==> src/rtl/mips_pkg.sv <==
// Shared definitions for the multi-cycle MIPS control path: opcode/funct codes,
// ALU control encodings, mux selects and the controller state encoding.
package mips_pkg;

    // Opcodes (IR[31:26])
    localparam logic [5:0] OP_RTYPE = 6'h00;
    localparam logic [5:0] OP_LW    = 6'h23;
    localparam logic [5:0] OP_SW    = 6'h2B;
    localparam logic [5:0] OP_BEQ   = 6'h04;
    localparam logic [5:0] OP_BNE   = 6'h05;
    localparam logic [5:0] OP_ADDI  = 6'h08;
    localparam logic [5:0] OP_J     = 6'h02;

    // R-type funct codes (IR[5:0])
    localparam logic [5:0] FUNCT_ADD = 6'h20;
    localparam logic [5:0] FUNCT_SUB = 6'h22;
    localparam logic [5:0] FUNCT_AND = 6'h24;
    localparam logic [5:0] FUNCT_OR  = 6'h25;
    localparam logic [5:0] FUNCT_SLT = 6'h2A;

    // ALU operation select
    localparam logic [3:0] ALU_AND = 4'b0000;
    localparam logic [3:0] ALU_OR  = 4'b0001;
    localparam logic [3:0] ALU_ADD = 4'b0010;
    localparam logic [3:0] ALU_SUB = 4'b0110;
    localparam logic [3:0] ALU_SLT = 4'b0111;

    // ALU operand B select
    localparam logic [1:0] SRC_B_REG    = 2'b00;
    localparam logic [1:0] SRC_B_FOUR   = 2'b01;
    localparam logic [1:0] SRC_B_IMM    = 2'b10;
    localparam logic [1:0] SRC_B_IMM_SH = 2'b11;

    // Next-PC select
    localparam logic [1:0] PC_SRC_ALU    = 2'b00;
    localparam logic [1:0] PC_SRC_ALUOUT = 2'b01;
    localparam logic [1:0] PC_SRC_JUMP   = 2'b10;

    // Controller states; the encoding is visible on the debug state port
    typedef enum logic [3:0] {
        StFetch   = 4'd0,
        StDecode  = 4'd1,
        StMemAddr = 4'd2,
        StMemRd   = 4'd3,
        StMemWb   = 4'd4,
        StMemWr   = 4'd5,
        StRExec   = 4'd6,
        StRWb     = 4'd7,
        StIExec   = 4'd8,
        StIWb     = 4'd9,
        StBranch  = 4'd10,
        StJump    = 4'd11,
        StIllegal = 4'd12
    } state_e;

    // States whose exit to fetch retires an instruction
    function automatic logic is_completing(input state_e s);
        return s inside {StMemWb, StMemWr, StRWb, StIWb, StBranch, StJump};
    endfunction

endpackage

==> src/rtl/mips_alu_decode.sv <==
// R-type funct to ALU control map; valid_o flags a supported funct.
module mips_alu_decode
    import mips_pkg::*;
(
    input  logic [5:0] funct_i,
    output logic [3:0] alu_ctrl_o,
    output logic       valid_o
);

    // Pure lookup; unsupported functs default to ADD with valid_o low
    always_comb begin
        alu_ctrl_o = ALU_ADD;
        valid_o    = 1'b1;
        unique case (funct_i)
            FUNCT_ADD: alu_ctrl_o = ALU_ADD;
            FUNCT_SUB: alu_ctrl_o = ALU_SUB;
            FUNCT_AND: alu_ctrl_o = ALU_AND;
            FUNCT_OR:  alu_ctrl_o = ALU_OR;
            FUNCT_SLT: alu_ctrl_o = ALU_SLT;
            default:   valid_o    = 1'b0;
        endcase
    end

endmodule

==> src/rtl/mips_mc_control.sv <==
// Multi-cycle MIPS control unit: Moore FSM sequencing fetch/decode/execute/
// memory/write-back, plus a retired-instruction counter for debug.
// Build option MIPS_CTRL_TRAP_EN: when defined, the illegal state is terminal
// until reset; otherwise it lasts one cycle and the instruction acts as a NOP.
module mips_mc_control
    import mips_pkg::*;
#(
    parameter int unsigned CNT_W = 32
) (
    input  logic             clk,
    input  logic             rst,
    input  logic [5:0]       opcode,
    input  logic [5:0]       funct,
    input  logic             alu_zero,
    input  logic             mem_ready,
    output logic             pc_write,
    output logic             ir_write,
    output logic             reg_write,
    output logic             mem_read,
    output logic             mem_write,
    output logic             reg_dst,
    output logic             mem_to_reg,
    output logic             alu_src_a,
    output logic [1:0]       alu_src_b,
    output logic [3:0]       alu_ctrl,
    output logic [1:0]       pc_src,
    output logic [3:0]       state,
    output logic [CNT_W-1:0] retired,
    output logic             illegal
);

    localparam logic [CNT_W-1:0] CntOne = {{(CNT_W-1){1'b0}}, 1'b1};

    state_e           state_q, state_d;
    logic [CNT_W-1:0] retired_q, retired_d;
    logic [3:0]       dec_ctrl;
    logic             dec_valid;

    mips_alu_decode u_alu_decode (
        .funct_i    (funct),
        .alu_ctrl_o (dec_ctrl),
        .valid_o    (dec_valid)
    );

    // Next-state selection
    always_comb begin
        state_d = state_q;
        unique case (state_q)
            StFetch:  state_d = StDecode;
            StDecode: begin
                unique case (opcode)
                    OP_LW, OP_SW:   state_d = StMemAddr;
                    OP_RTYPE:       state_d = StRExec;
                    OP_BEQ, OP_BNE: state_d = StBranch;
                    OP_ADDI:        state_d = StIExec;
                    OP_J:           state_d = StJump;
                    default:        state_d = StIllegal;
                endcase
            end
            StMemAddr: state_d = (opcode == OP_SW) ? StMemWr : StMemRd;
            StMemRd:   state_d = mem_ready ? StMemWb : StMemRd;
            StMemWb:   state_d = StFetch;
            StMemWr:   state_d = mem_ready ? StFetch : StMemWr;
            StRExec:   state_d = dec_valid ? StRWb : StIllegal;
            StRWb:     state_d = StFetch;
            StIExec:   state_d = StIWb;
            StIWb:     state_d = StFetch;
            StBranch:  state_d = StFetch;
            StJump:    state_d = StFetch;
            StIllegal: begin
`ifdef MIPS_CTRL_TRAP_EN
                state_d = StIllegal;
`else
                state_d = StFetch;
`endif
            end
            default:   state_d = StFetch;
        endcase
    end

    // Count an instruction when a completing state hands back to fetch
    always_comb begin
        retired_d = retired_q;
        if (is_completing(state_q) && (state_d == StFetch)) begin
            retired_d = retired_q + CntOne;
        end
    end

    // State and counter registers, synchronous reset
    always_ff @(posedge clk) begin
        if (rst) begin
            state_q   <= StFetch;
            retired_q <= '0;
        end else begin
            state_q   <= state_d;
            retired_q <= retired_d;
        end
    end

    // Moore outputs; strobes are masked while reset is asserted
    always_comb begin
        pc_write   = 1'b0;
        ir_write   = 1'b0;
        reg_write  = 1'b0;
        mem_read   = 1'b0;
        mem_write  = 1'b0;
        reg_dst    = 1'b0;
        mem_to_reg = 1'b0;
        alu_src_a  = 1'b0;
        alu_src_b  = SRC_B_REG;
        alu_ctrl   = ALU_ADD;
        pc_src     = PC_SRC_ALU;
        unique case (state_q)
            StFetch: begin
                ir_write  = 1'b1;
                pc_write  = 1'b1;
                alu_src_b = SRC_B_FOUR;
            end
            StDecode: alu_src_b = SRC_B_IMM_SH;
            StMemAddr, StIExec: begin
                alu_src_a = 1'b1;
                alu_src_b = SRC_B_IMM;
            end
            StMemRd: mem_read = 1'b1;
            StMemWb: begin
                reg_write  = 1'b1;
                mem_to_reg = 1'b1;
            end
            StMemWr: mem_write = 1'b1;
            StRExec: begin
                alu_src_a = 1'b1;
                alu_ctrl  = dec_ctrl;
            end
            StRWb: begin
                reg_write = 1'b1;
                reg_dst   = 1'b1;
            end
            StIWb: reg_write = 1'b1;
            StBranch: begin
                alu_src_a = 1'b1;
                alu_ctrl  = ALU_SUB;
                pc_src    = PC_SRC_ALUOUT;
                // Only combinational strobe: taken-ness comes from the ALU compare
                pc_write  = (opcode == OP_BNE) ? ~alu_zero : alu_zero;
            end
            StJump: begin
                pc_src   = PC_SRC_JUMP;
                pc_write = 1'b1;
            end
            default: ;
        endcase
        if (rst) begin
            pc_write  = 1'b0;
            ir_write  = 1'b0;
            reg_write = 1'b0;
            mem_read  = 1'b0;
            mem_write = 1'b0;
        end
    end

    assign state   = state_q;
    assign retired = retired_q;
    assign illegal = (state_q == StIllegal);

endmodule

==> config.mk <==
export PLATFORM = sky130hd
export DESIGN_NAME = mips_mc_control
export DESIGN_NICKNAME = d
export VERILOG_FILES = /design/src/rtl/mips_pkg.sv /design/src/rtl/mips_alu_decode.sv /design/src/rtl/mips_mc_control.sv
export SDC_FILE = /design/constraint.sdc
export NUM_CORES = 1
export LEC_CHECK = 0
export ABC_AREA = 1
export ABC_CLOCK_PERIOD_IN_PS = 2400
export BUFFER_PORTS_ARGS = -buffer_cell sky130_fd_sc_hd__clkbuf_2
export CAP_MARGIN = 5
export CORE_MARGIN = 5
export CORE_UTILIZATION = 60
export CTS_BUF_LIST = sky130_fd_sc_hd__clkbuf_8
export DETAILED_ROUTE_END_ITERATION = 16
export PLACE_DENSITY_LB_ADDON = 0.05
export SYNTH_ARGS = -nofsm -noshare
export SYNTH_HDL_FRONTEND = slang
export SYNTH_SLANG_ARGS = --single-unit
==> constraint.sdc <==
create_clock -name clk -period 2.4 [get_ports clk]
set_input_delay 0.12 -clock clk [delete_from_list [all_inputs] [get_ports clk]]
set_output_delay 0.12 -clock clk [all_outputs]
set_load 0.05 [all_outputs]
==> results by group, run 1 <==
Pwr
  • Psw: 1851 uW
  • Clock network power share: 15.6%
  • Gate power share: 55.2%
  • Peak VDD IR: 0.0007038 V
  • Total power: 3385 uW
  • Leakage: 0.001693 uW
  • Switch share: 54.68%
  • PwrDens: 1035 nW/um^2
  • Flop pwr share: 29.2%
  • Internal: 1534 uW

Clocking
  • TritonCTS Sinks: 36
  • Clock root cell: clkbuf_8
  • CTS tree: yes
  • Clk slew on worst S/H paths: 80 ps
  • H-tree level count: 2
  • CTS Hold Buffers Added: 0
  • Bufs on Longest Clock Path: 2
  • Post-CTS setup buffer count: 0
  • Post-CTS sizing: 0
  • CTS Buf Count: 5
  • Clock Latency Late Sink: 290 ps

Detailed routing
  • Vias/cell: 5.202
  • Remaining routing DRC violations: 0
  • Drt total wl: 7830 um
  • Antenna-violating nets left: 0
  • Initial detailed-routing violation count: 185
  • WL/cell: 12.47 um
  • First-pass iteration count of the detailed router: 5
  • DR vias: 3,267

Cells and area
  • # diodes: 0
  • Area grow syn2layout: 17.91%
  • Share of post-route cells with drive strength above 1: 16.67%
  • Leading cell type in the layout, fill and taps excluded: nand2_1
  • Post-layout util: 74.09%
  • Nets: 592
  • Leading cell types in the layout, fill and taps excluded: nand2_1, nor2_1, inv_1, clkbuf_2, nand3_1
  • Design Area, Final: 3271 sq um

Logic synthesis
  • Top FF cell, synth: dfxtp_1
  • Post-synth EDFFs: 0
  • Post-Synthesis Net Count: 525
  • Seq/Total Area, Yosys: 25.98%
  • Yosys warnings: 0
  • Cells after Synth: 508
  • Post-Syn Area: 2774 sq um
  • Post-synthesis cell type count: 28
  • Mean post-synth cell area: 5.460 sq um
  • Async set or reset register ratio after synthesis: 0%
  • FF+latch count, synth: 36

Timing
  • Skew final: 8.579 ps
  • Hold slack: 240.7 ps
  • RSZ-0062 raised after global routing: false
  • Setup TNS Final: 0 ps
  • Final Max Slew Viols: 0
  • Tmin final: 1972 ps
  • FMAX: 507.1 MHz
  • Setup violators final: 0
  • Final period util: 82.17%
  • Final Hold Fails: 0

Place
  • Post-DP HPWL: 6179 um
  • Global placement routability congestion: 0.9136
  • Dpl cell area: 3163 sq um
  • Port-buffer cells: 67

Critical path
  • Worst Setup Start Kind: flip-flop
  • Crit. End Element: primary output
  • Worst-path fanout max: 6
  • CP arrival: 1850 ps
  • CP required: 2280 ps
  • Critical path class: reg2out

Floorplanning
  • Die footprint: 6083 sq um
  • # rows: 24
  • DIE WIDTH: 78.00 um
  • I/O Pins: 69
  • Initial core utilization: 62.84%
  • Core footprint: 4414 sq um
  • Chip Height: 78.00 um

Global route
  • Gr ovfl total: 0
  • Gr busiest metal: met2
  • Vias in the first global route: 3,022
  • Largest net degree at the start of global routing: 41
  • Met1 GRT Util: 31.06%
  • First-pass GRT wire length: 13,250 um
  • Gr usage total: 25.92%
  • Antenna violations before repair: 0
  • GR Layer Usage met2: 46.58%
  • Met3 global-route usage: 4.051%

Run
  • Max-Cap Viols: 0

Status
  • Status: finished, final reports clean

Worst hold path
  • Worst hold path type: in2reg
==> metrics by stage <==
step	instances	setup slack [ps]
after floorplan	508	-0.4878
after global placement	620	498.5
after detailed placement	620	488.2
after CTS	628	439.0
after global routing	628	227.1
final	628	427.8
==> layout make-up <==
class                      count  area, sq um
clock inverter                 3        38.79
multi-input combinational    387         1722
tap                           52        65.06
inverter                      74        277.8
timing repair buffer          71        377.9
clock buffer                   5        68.82
sequential                    36        720.7
fill                         410         1144
==> per-layer routing <==
layer	share of wire (%)	vias to the layer above
met5	0	-
met4	1.7	0
met3	6.4	15
met2	49	120
met1	43	1451
li1	-	1681
==> cell usage after synthesis, types with 2 or more instances <==
library cell,instances,area share (%)
nand2_1,154,21
nor2_1,128,17
inv_1,66,8.9
nand3_1,39,7.0
dfxtp_1,36,26
xor2_1,17,5.4
nand4_1,11,2.5
a21oi_1,8,1.4
inv_2,7,0.95
nor3_1,6,1.1
o21ai_0,5,0.90
clkbuf_1,4,0.54
a31oi_1,3,0.68
buf_2,3,0.54
nor2_2,3,0.68
buf_4,2,0.54
buf_6,2,0.81
nand2_2,2,0.45
nor3b_1,2,0.54
o22ai_1,2,0.45
==> state kept, by name (all words and copies together) (netlist names) <==
signal and count:
state 4, retired 32
==> kinds of logic (layout without fill, tap and decap cells) <==
family | count (synthesis) | count (layout) | synth area share [%]
and+or+nand+nor | 347 | 347 | 51.29
buffers and inverters | 85 | 153 | 12.45
AOI/OAI and AO/OA | 20 | 20 | 4.015
xor gates and xnor gates | 18 | 18 | 5.683
DFF | 36 | 36 | 25.98
other | 1 | 1 | 0.1352
adders and majority gates | 1 | 1 | 0.4510
==> power groups by stage <==
| stage | registers, uW | logic (uW) | clock network (uW) |
|---|---|---|---|
| after floorplan | 1470 | 969 | 0 |
| after global placement | 992 | 1830 | 0 |
| after detailed placement | 1000 | 1870 | 0 |
| after CTS | 987 | 1870 | 533 |
| after global routing | 1020 | 2040 | 566 |
| final | 990 | 1870 | 528 |
==> critical path, cell delays in order, from the launching register on <==
cell	delay [ps]
dfxtp_1	450
inv_2	70
nor2_1	160
inv_2	80
nor2_2	200
inv_1	120
a211oi_2	190
clkbuf_2	300
==> worst paths after layout <==
kind,depth (start not counted),end,slack [ps],startpoint
hold reg to reg,2,retired[1]$_SDFFE_PP0P_,540,retired[1]$_SDFFE_PP0P_
setup reg to reg,9,retired[24]$_SDFFE_PP0P_,480,retired[0]$_SDFFE_PP0P_
setup / recovery,7,alu_ctrl[0],430,state[1]$_SDFF_PP0_
hold / removal,2,retired[21]$_SDFFE_PP0P_,240,rst
(Power assumes the default switching activity.)
==> inputs of run 2 (changes only) <==
- ABC_AREA: 1 -> 0
- ABC_CLOCK_PERIOD_IN_PS: 2400 -> 1610
- CORE_UTILIZATION: 60 -> 49
- clock period: 2.4 -> 1.61 ns (I/O delays scaled with it)
==> run 2 against run 1 <==
The run now fails in global routing. Synthesized cell count down 42%. Synthesized area fell by 13%.
==> results by group, run 2 <==
Floorplanning
  • DIE WIDTH: 80.22 um
  • # rows: 25
  • Chip Height: 80.22 um
  • I/O Pins: 69
  • Initial core utilization: 50.82%

Clocking
  • Clock root cell: clkbuf_8
  • H-tree level count: 2
  • CTS Hold Buffers Added: 0
  • CTS Buf Count: 5
  • Bufs on Longest Clock Path: 2
  • TritonCTS Sinks: 36

Logic synthesis
  • Yosys warnings: 0
  • Cells after Synth: 295
  • Top cell type's share of synthesized area: 29.83%
  • Post-synthesis cell type count: 65
  • Top FF cell, synth: dfxtp_1
  • FF+latch count, synth: 36
  • Post-synth EDFFs: 0
  • Top cells by area, synth: dfxtp_1, nor2_1, a21oi_1
  • Seq/Total Area, Yosys: 29.83%
  • Area leader, netlist: dfxtp_1
  • Mean post-synth cell area: 8.190 sq um
  • Most common cell in the netlist: nor2_1
  • Post-Synthesis Net Count: 312
  • Async set or reset register ratio after synthesis: 0%
  • Commonest cells post-synth: nor2_1, dfxtp_1, a21oi_1, nand3_1, nand4_1
  • Post-Syn Area: 2416 sq um

Timing
  • Worst setup endpoint GRT: retired[20]$_SDFFE_PP0P_/D
  • Worst EP Category: register input

Place
  • Place WS: -415.5 ps
  • Post-DP HPWL: 6240 um
  • Port-buffer cells: 67
  • Global placement routability congestion: 0.8782

Status
  • First Err: [ERROR DPL-0038] Utilization greater than 100%, impossible to legalize
  • Status: aborted with a tool error
  • Stopped at: global routing

Global route
  • Largest net degree at the start of global routing: 27
-- run 2: changes by cell type after synthesis, sizes merged, moves of 9 or more --
cell and change:
nand2 -143, nor2 -95, inv -68, nand3 -24, a21oi +16, xor2 -13, nor4 +12, xnor2 +10
or4 +9
-- run 2: timing repair --
item | CTS
buffers inserted | 25
endpoints found under the setup margin | 41
pin swaps | 40
cloned | 1
gates resized for setup | 85
-- run 2: cells by family after synthesis --
group	after synthesis	synth area share (%)
AOI/OAI and AO/OA	63	18.28
xor gates and xnor gates	15	5.749
adders and majority gates	1	0.5178
buffers and inverters	19	5.489
DFF	36	29.83
muxes	4	1.761
other	1	0.1552
and+or+nand+nor	156	38.22
-- run 2: stage by stage --
step | area [sq um] | utilization, % | cells
2_1_floorplan | 2755 | - | 295
3_3_place_gp | 3774 | 79.37 | 511
3_5_place_dp | 3774 | 79.37 | 511
4_1_cts | 4444 | 93.47 | 543
==> inputs of run 3 (changes only) <==
- ABC_CLOCK_PERIOD_IN_PS: 1610 -> 2100
- CORE_UTILIZATION: 49 -> 40
- CTS_BUF_LIST: sky130_fd_sc_hd__clkbuf_8 -> not set
- PLACE_DENSITY_LB_ADDON: 0.05 -> 0.15
- clock period: 1.61 -> 2.1 ns (I/O delays scaled with it)
==> run 3 against run 2 <==
Synthesized cell count unchanged. Synthesized area stayed put. The flow now finishes without violations.
==> results by group, run 3 <==
Status
  • Status: finished, final reports clean

Floorplanning
  • Chip Height: 87.72 um
  • Core footprint: 5886 sq um
  • Initial core utilization: 41.05%
  • I/O Pins: 69
  • DIE WIDTH: 87.72 um
  • Die footprint: 7695 sq um
  • # rows: 28

Place
  • Dpl cell area: 3069 sq um
  • Post-DP HPWL: 5201 um
  • Global placement routability congestion: 0.8316
  • Port-buffer cells: 67

Detailed routing
  • Drt total wl: 6920 um
  • DR vias: 2,645
  • Initial detailed-routing violation count: 94
  • Antenna-violating nets left: 0
  • Remaining routing DRC violations: 0
  • First-pass iteration count of the detailed router: 4
  • Vias/cell: 5.628
  • WL/cell: 14.72 um

Pwr
  • Total power: 1762 uW
  • PwrDens: 526.0 nW/um^2
  • Internal: 1197 uW
  • Psw: 565.1 uW
  • Leakage: 0.001323 uW
  • Switch share: 32.06%
  • Flop pwr share: 40.0%
  • Gate power share: 24.1%
  • Clock network power share: 35.8%
  • Peak VDD IR: 0.0004309 V

Logic synthesis
  • Post-Syn Area: 2416 sq um
  • Top FF cell, synth: dfxtp_1
  • Most common cell in the netlist: nor2_1
  • Post-Synthesis Net Count: 312
  • Commonest cells post-synth: nor2_1, dfxtp_1, a21oi_1, nand3_1, nand4_1
  • Cells after Synth: 295
  • Area leader, netlist: dfxtp_1
  • Yosys warnings: 0
  • Top cell type's share of synthesized area: 29.83%
  • Mean post-synth cell area: 8.190 sq um
  • Post-synth EDFFs: 0
  • Async set or reset register ratio after synthesis: 0%
  • Seq/Total Area, Yosys: 29.83%
  • Post-synthesis cell type count: 65
  • FF+latch count, synth: 36
  • Top cells by area, synth: dfxtp_1, nor2_1, a21oi_1

Clocking
  • CTS tree: yes
  • Clock Latency Late Sink: 290 ps
  • TritonCTS Sinks: 36
  • CTS Buf Count: 5
  • CTS Hold Buffers Added: 0
  • H-tree level count: 2
  • Bufs on Longest Clock Path: 2
  • Clk slew on worst S/H paths: 80 ps
  • Clock root cell: clkbuf_8

Critical path
  • Slowest stage delay, CP: 440 ps
  • CP most frequent cell: nand4_4
  • Critical-path top delay cell: or3b_4
  • Critical path class: reg2reg
  • CP required: 2320 ps
  • CP arrival: 2240 ps
  • CP cell instances: nand4_4, or3b_4, nor4_4, nand4_4, or4_1, a21oi_1
  • Crit. End Element: flip-flop
  • Worst Setup Start Kind: flip-flop
  • Worst-path fanout max: 9

Timing
  • Hold slack: 245.9 ps
  • FMAX: 496.0 MHz
  • Final period util: 96.00%
  • Final Max Slew Viols: 0
  • Final Hold Fails: 0
  • RSZ-0062 raised after global routing: true
  • Setup TNS Final: 0 ps
  • Tmin final: 2016 ps
  • Setup violators final: 0
  • Skew final: 8.922 ps

Cells and area
  • Area grow syn2layout: 38.68%
  • Leading cell type in the layout, fill and taps excluded: clkbuf_2
  • Post-layout util: 56.93%
  • Nets: 411
  • Design Area, Final: 3351 sq um
  • # diodes: 0
  • Largest register FFs: 32
  • Layout fillers: 558
  • Share of post-route cells with drive strength above 1: 43.80%
  • Leading cell types in the layout, fill and taps excluded: clkbuf_2, buf_4, nor2_1, a21oi_1, dfxtp_4

Global route
  • Vias in the first global route: 2,414
  • Antenna violations before repair: 0
  • Largest net degree at the start of global routing: 22
  • Gr ovfl total: 0
  • Gr usage total: 18.13%
  • First-pass GRT wire length: 11,320 um

Worst hold path
  • Worst hold path type: in2reg

Run
  • Max-Cap Viols: 0
## run 3: cell counts after synthesis
Identical to the previous run, type by type.
## run 3: cell families after synthesis
group / synth area share (%)
AOI/OAI and AO/OA: 18.28
xor gates and xnor gates: 5.749
adders and majority gates: 0.5178
buffers and inverters: 5.489
DFF: 29.83
muxes: 1.761
other: 0.1552
and+or+nand+nor: 38.22
## run 3: routing by layer
metal  part of all wire [%]  global-route usage, %  vias up
met1                     46                  24.30     1268
li1                       -                      -     1309
met5                      0                      0        -
met4                    1.0                  4.603        0
met3                    5.5                  3.104        9
met2                     47                  30.21       59
## run 3: repair_timing
| action | 4_1_cts | 5_1_grt |
|---|---|---|
| cloned | 0 | 0 |
| setup endpoints to repair | 1 | 14 |
| gates resized for setup | 0 | 12 |
| pin swaps | 0 | 9 |
| setup buffers | 1 | 11 |
## run 3: area by class of cell
type	count	area, sq um	share of cell area (%)
clock buffers	8	121.4	3.622
well taps	75	93.84	2.801
multi-input cells	240	1684	50.26
repair buffers	106	631.9	18.86
flip-flops and latches	36	800.8	23.90
inverters	5	18.77	0.5601
## run 3: through the flow
stage               setup WS, ps  std cells
floorplan                 -19.08        295
global placement         -0.7587        450
detailed placement         3.132        450
CTS                        22.97        459
global route              -46.00        470
finish                     84.04        470
## run 3: final timing paths
| path | end | from | depth (start not counted) | slack, ps |
|---|---|---|---|---|
| worst max-delay path | retired[29]$_SDFFE_PP0P_ | retired[13]$_SDFFE_PP0P_ | 6 | 80 |
| worst min-delay path | state[1]$_SDFF_PP0_ | opcode[4] | 4 | 250 |
| worst max register to register | retired[29]$_SDFFE_PP0P_ | retired[13]$_SDFFE_PP0P_ | 6 | 80 |
| worst min register to register | retired[31]$_SDFFE_PP0P_ | retired[31]$_SDFFE_PP0P_ | 2 | 480 |
## run 3: critical path, delay by kind of cell (launching register included)
family | cells | cell delay [ps]
AND/OR/NAND/NOR | 5 | 1420
AO/OA/AOI/OAI | 1 | 140
flip-flops | 1 | 380
## run 3: power by group through the flow
stage / clock network (uW) / registers, uW / logic [uW]
after floorplan: 0 / 732 / 269
after global placement: 0 / 724 / 381
after detailed placement: 0 / 724 / 382
after CTS: 646 / 704 / 391
after global routing: 668 / 709 / 458
final: 632 / 706 / 425
